==> src/rtl/tile_packer_if.sv <==
// Stream-in / tile-out bus of the tile packer: element handshake plus the flattened SRAM tile write port.
interface tile_packer_if #(
  parameter int ADDR_WIDTH = 16,
  parameter int DATA_WIDTH = 8,
  parameter int M          = 4,
  parameter int N          = 4
);
  logic                         in_valid;
  logic [DATA_WIDTH-1:0]        in_data;
  logic                         in_ready;
  logic                         sram_we;
  logic [ADDR_WIDTH-1:0]        sram_addr;
  logic [M*N*DATA_WIDTH-1:0]    sram_data;

  modport master (output in_valid, in_data, input in_ready, sram_we, sram_addr, sram_data);
  modport slave  (input in_valid, in_data, output in_ready, sram_we, sram_addr, sram_data);
endinterface

==> src/rtl/tile_packer.sv <==
// Packs a row-major element stream into MxN tiles; each full tile is issued as one SRAM write.
module tile_packer #(
  parameter int ADDR_WIDTH = 16,
  parameter int DATA_WIDTH = 8,
  parameter int M          = 4,
  parameter int N          = 4,
  parameter int CNT_WIDTH  = 8
) (
  input  logic                  clk,
  input  logic                  reset,
  input  logic                  start,
  input  logic [ADDR_WIDTH-1:0] base_addr,
  input  logic [CNT_WIDTH-1:0]  num_tiles,
  tile_packer_if.slave          bus,
  output logic                  busy,
  output logic                  done
);
  localparam int TILE = M * N;
  localparam int EW   = (TILE > 1) ? $clog2(TILE) : 1;

  typedef enum logic [1:0] {IDLE, FILL, WRITE} state_e;

  state_e                     state_q, state_d;
  logic [ADDR_WIDTH-1:0]      base_q, addr_q;
  logic [CNT_WIDTH-1:0]       num_q, tile_idx_q;
  logic [EW-1:0]              elem_idx_q;
  logic [TILE*DATA_WIDTH-1:0] data_q;
  logic                       done_q;
  logic                       launch, accept, last_elem, last_tile;

  assign launch    = (state_q == IDLE) && start && (num_tiles != '0);
  assign accept    = (state_q == FILL) && bus.in_valid;
  assign last_elem = elem_idx_q == EW'(TILE - 1);
  assign last_tile = tile_idx_q == (num_q - CNT_WIDTH'(1));

  always_comb begin
    state_d = state_q;
    case (state_q)
      IDLE:    if (launch) state_d = FILL;
      FILL:    if (accept && last_elem) state_d = WRITE;
      WRITE:   state_d = last_tile ? IDLE : FILL;
      default: state_d = IDLE;
    endcase
  end

  always_ff @(posedge clk) begin
    if (reset) begin
      state_q    <= IDLE;
      base_q     <= '0;
      num_q      <= '0;
      addr_q     <= '0;
      tile_idx_q <= '0;
      elem_idx_q <= '0;
      data_q     <= '0;
      done_q     <= 1'b0;
    end else begin
      state_q <= state_d;
      // A zero-count start completes immediately without touching any captured state.
      done_q  <= ((state_q == IDLE) && start && (num_tiles == '0)) ||
                 ((state_q == WRITE) && last_tile);
      if (launch) begin
        base_q     <= base_addr;
        num_q      <= num_tiles;
        tile_idx_q <= '0;
        elem_idx_q <= '0;
      end
      if (accept) begin
        data_q[elem_idx_q*DATA_WIDTH +: DATA_WIDTH] <= bus.in_data;
        elem_idx_q <= last_elem ? '0 : elem_idx_q + EW'(1);
        // Address is computed as the tile completes so it is ready in the WRITE cycle.
        if (last_elem) addr_q <= base_q + ADDR_WIDTH'(32'(tile_idx_q) * TILE);
      end
      if ((state_q == WRITE) && !last_tile) tile_idx_q <= tile_idx_q + CNT_WIDTH'(1);
    end
  end

  assign bus.in_ready  = (state_q == FILL);
  assign bus.sram_we   = (state_q == WRITE);
  assign bus.sram_addr = addr_q;
  assign bus.sram_data = data_q;
  assign busy          = (state_q != IDLE);
  assign done          = done_q;
endmodule

==> src/flat_wrapper.sv <==
// flat-port wrapper written by rule: the top's interface ports become plain ports
module tile_packer_flat 
#(
  parameter int ADDR_WIDTH = 16,
  parameter int DATA_WIDTH = 8,
  parameter int M          = 4,
  parameter int N          = 4,
  parameter int CNT_WIDTH  = 8
)
  (clk, reset, start, base_addr, num_tiles, busy, done, bus_in_valid, bus_in_data, bus_in_ready, bus_sram_we, bus_sram_addr, bus_sram_data);
  tile_packer_if #(.ADDR_WIDTH(ADDR_WIDTH), .DATA_WIDTH(DATA_WIDTH), .M(M), .N(N)) bus_i ();
  input  logic clk;
  input  logic reset;
  input  logic start;
  input  logic [ADDR_WIDTH-1:0] base_addr;
  input  logic [CNT_WIDTH-1:0] num_tiles;
  output logic busy;
  output logic done;
  input wire logic [$bits(bus_i.in_valid)-1:0] bus_in_valid;
  input wire logic [$bits(bus_i.in_data)-1:0] bus_in_data;
  output wire logic [$bits(bus_i.in_ready)-1:0] bus_in_ready;
  output wire logic [$bits(bus_i.sram_we)-1:0] bus_sram_we;
  output wire logic [$bits(bus_i.sram_addr)-1:0] bus_sram_addr;
  output wire logic [$bits(bus_i.sram_data)-1:0] bus_sram_data;
  assign bus_i.in_valid = bus_in_valid;
  assign bus_i.in_data = bus_in_data;
  assign bus_in_ready = bus_i.in_ready;
  assign bus_sram_we = bus_i.sram_we;
  assign bus_sram_addr = bus_i.sram_addr;
  assign bus_sram_data = bus_i.sram_data;
  tile_packer #(.ADDR_WIDTH(ADDR_WIDTH), .DATA_WIDTH(DATA_WIDTH), .M(M), .N(N), .CNT_WIDTH(CNT_WIDTH)) u_core (.clk(clk), .reset(reset), .start(start), .base_addr(base_addr), .num_tiles(num_tiles), .bus(bus_i), .busy(busy), .done(done));
endmodule
==> config.mk <==
export PLATFORM = sky130hd
export DESIGN_NAME = tile_packer_flat
export DESIGN_NICKNAME = d
export VERILOG_FILES = /design/src/rtl/tile_packer_if.sv /design/src/rtl/tile_packer.sv /design/src/flat_wrapper.sv
export SDC_FILE = /design/constraint.sdc
export NUM_CORES = 1
export LEC_CHECK = 0
export CORE_MARGIN = 1.5
export CORE_UTILIZATION = 38
export DETAILED_ROUTE_END_ITERATION = 10
export GPL_ROUTABILITY_DRIVEN = 0
export GPL_TIMING_DRIVEN = 0
export HOLD_SLACK_MARGIN = 0.15
export PLACE_DENSITY = 0.62
export SLEW_MARGIN = 5
export SYNTH_ARGS = -nofsm -noshare
export SYNTH_HDL_FRONTEND = slang
export SYNTH_SLANG_ARGS = --single-unit
==> constraint.sdc <==
create_clock -name clk -period 3.18 [get_ports clk]
set_input_delay 0.318 -clock clk [delete_from_list [all_inputs] [get_ports clk]]
set_output_delay 0.318 -clock clk [all_outputs]
set_load 0.03 [all_outputs]
==> run_results.csv, run 1 <==
group,metric,value,unit
setup_path,cp_slowest_stage_delay,0.72,ns
worst_hold_path,hold_path_class,"primary input to flip-flop",
placed_design,pre_cts_ws,0.170,ns
floorplanning,fp.dieW,145,µm
flow_run,drv_cap,0,
floorplanning,dieArea,21100,µm²
setup_path,crit_top_cell,"nor3_1",
logic_synthesis,ys_types,52,
drt,wl,24500,µm
logic_synthesis,synthCells,991,
run_status,status,"complete, no violations",
cts,postCtsHoldBufs,0,
drt,post-route-drc-count,0,
cts,cts_tree,"built",
logic_synthesis,synth_flop_cell,"dfxtp_1",
logic_synthesis,syn-cell-area,7700,µm²
floorplanning,design.core.area,19700,µm²
logic_synthesis,synth_edf_count,0,
drt,num_vias,7549,
drt,drtAntennaViolNets,0,
timing,rsz0062_at_grt,"no",
setup_path,start_kind,"flip-flop",
setup_path,cp_cell_sequence,"buf_2 -> nor3_1 -> ha_1 -> inv_1 -> nor3_1 -> nand2_1 -> clkbuf_1 -> a21oi_1 -> nor2_1",
cts,clock-root-buffer,"clkbuf_16",
drt,wl_met3,1840,µm
drt,first_iter_violations,501,
cells_and_area,nets,1234,
setup_path,crit_path_top_delay_cell,"nor3_1",
logic_synthesis,synth_area_leaders,"dfxtp_1, a21oi_1, nand2_1",
timing,post-route-period-util,0.910,
cts,path_clk_slew,0.08,ns
logic_synthesis,synth_top_area_share,0.476,
setup_path,cp.required,3.50,ns
logic_synthesis,avgSynthCellArea,7.77,µm²
timing,hold_viol_final,0,
drt,highest_layer,"met4",
grt,grt_pass1_wl,38600,µm
cts,cts_setup_buffers,0,
setup_path,end_kind,"flip-flop",
logic_synthesis,synth_seq_area_share,0.476,
cells_and_area,n_fill_cell,1953,
placed_design,numPortBuffers,174,
logic_synthesis,post-synth-top-count-cell,"dfxtp_1",
floorplanning,num_io_pins,184,
grt,grt_max_degree,20,
power_and_ir_drop,p_leak,3.60,nW
placed_design,post-dp-hpwl,17500,µm
logic_synthesis,yosysTopAreaCell,"dfxtp_1",
floorplanning,die_h,145,µm
cts,htree_num_levels,4,
timing,relSlewSlack,0.374,
setup_path,timing_worst_setup_path_type,"flip-flop to flip-flop",
cells_and_area,area_growth,34.9,%
timing,finalWorstSetupSlack,0.288,ns
setup_path,cp_max_fo,10,
setup_path,crit_arrival,3.21,ns
timing,slew_viol_final,0,
cells_and_area,drive_above_1_share,0.0443,
cells_and_area,diodes,0,
timing,timing.setup.tns,0,ns
power_and_ir_drop,power_density,465,nW/µm²
power_and_ir_drop,power.total,4.83,mW
logic_synthesis,synth_warnings,0,
grt,grt_pass1_vias,7031,
cells_and_area,layout.cells.non_filler,1462,
grt,track_usage,0.229,
drt,wire_per_inst,16.7,µm
floorplanning,start_util,0.392,
cts,clockBufferDepth,2,
timing,fin_crit,2.89,ns
drt,wl_met1,11400,µm
drt,viasPerCell,5.16,
cts,cts_resized,0,
cts,cts.sinks,183,
timing,tightest_slew,0.933,ns
cts,cts_made_buffers,17,
timing,finalSetupViolations,0,
logic_synthesis,syn-num-nets,1041,
power_and_ir_drop,irDropWorstVdd,0.325,mV
grt,overflow,0,
drt,wl_met2,11000,µm
timing,skew,0.0113,ns
logic_synthesis,synth_common_cells,"dfxtp_1, a21oi_1, nand2_1",
grt,antenna_found_initial,0,
cts,clk_latency,0.44,ns
placed_design,dp.cells,1430,
floorplanning,rows,51,
logic_synthesis,yosys_register_bits,183,
drt,dr.pass1.iters,5,
logic_synthesis,async_flop_share,0,
timing,fmax,0.346,GHz
cells_and_area,final_util,0.529,
area by class of cell:
cell class                      instances  area [µm²]  share of cell area
Multi-Input combinational cell        722        3710               0.357
Sequential cell                       183        3660               0.353
Timing Repair Buffer                  174        1740               0.168
Clock buffer                           17         425              0.0409
Tap cell                              265         332              0.0319
Buffer                                 71         279              0.0269
Clock inverter                         15         183              0.0176
Inverter                               15        56.3             0.00542
critical path: cells and delay by family (launching register included):
kind,cells,cell delay [ns]
flip-flops,1,0.33
adder cells (fa/ha/maj),1,0.39
AO/OA/AOI/OAI,1,0.20
buffers and inverters,3,0.62
AND/OR/NAND/NOR,4,1.24
cells by family (layout without fill, tap and decap cells):
family                   after synthesis  count (layout)  synth area share
flip-flops                           183             183             0.476
adder cells (fa/ha/maj)               14              14            0.0237
AO/OA/AOI/OAI                        209             209             0.149
buffers and inverters                 86             292            0.0435
XOR/XNOR                              16              16            0.0182
multiplexers                           9               9            0.0123
AND/OR/NAND/NOR                      474             474             0.278
per-stage QoR:
step	cell area, µm²	hold WS, ns
final	10400	0.402
after global routing	10400	0.426
after CTS	10400	0.399
after detailed placement	9770	0.443
after global placement	9770	0.440
after floorplan	7700	0.432
per-layer routing:
metal | up-vias | GRT usage
li1 | 3767 | -
met1 | 3544 | 0.316
met4 | 0 | 0.0505
met5 | - | 0
met3 | 16 | 0.0599
met2 | 222 | 0.360
cell usage in the layout, fill, tap and decap left out, types with 3 or more instances in the layout:
master,n
xnor2_1,6
nor2_1,132
o21ai_0,10
or2_2,3
or3_1,3
clkdlybuf4s50_1,174
inv_6,3
nand4_1,4
nand3b_1,3
clkbuf_1,64
a31oi_1,4
nor3b_1,7
clkbuf_16,17
xor2_1,10
and3_1,12
dfxtp_1,183
nor3_1,50
nand2_1,150
or4_1,5
o21ai_2,4
mux2i_1,8
and2_1,4
clkinv_8,3
inv_1,15
nor2b_1,9
nor3_2,3
a21oi_1,166
nand2b_1,5
inv_8,4
nand3_1,76
ha_1,13
a211oi_1,4
path summary, 6_finish.rpt:
| kind | from | cells after the start | to | slack, ns |
|---|---|---|---|---|
| max | u_core.elem_idx_q[0] | 9 | u_core.bus.sram_data[44] | 0.29 |
| min | reset | 3 | u_core.tile_idx_q[4] | 0.40 |
| max reg2reg | u_core.elem_idx_q[0] | 9 | u_core.bus.sram_data[44] | 0.29 |
| min reg2reg | u_core.bus.sram_data[36] | 2 | u_core.bus.sram_data[36] | 0.45 |
flip-flops by register name, indices dropped and copies added, names as in the netlist:
name and flops:
u_core.tile_idx_q 8, u_core.base_q 16, u_core.num_q 8, u_core.elem_idx_q 4, u_core.state_q 2, u_core.bus.sram_data 128
u_core.done 1, u_core.bus.sram_addr 16
power by group:
part | internal [mW] | switching [mW]
Combinational | 0.117 | 0.213
Sequential | 2.31 | 0.0217
Clock | 1.13 | 1.03
No activity file was read; power rests on OpenSTA's default activity.
==> inputs of run 2 (changes only) <==
--- a/constraint.sdc
+++ b/constraint.sdc
@@ -3,2 +3,2 @@
 set_output_delay 0.318 -clock clk [all_outputs]
-set_load 0.03 [all_outputs]
+set_load 0.005 [all_outputs]
==> results of run 2 <==
The final DEF is identical to that of run 1. Status: complete, no violations.
Main changes from that run: total power 4.83 mW -> 4.82 mW
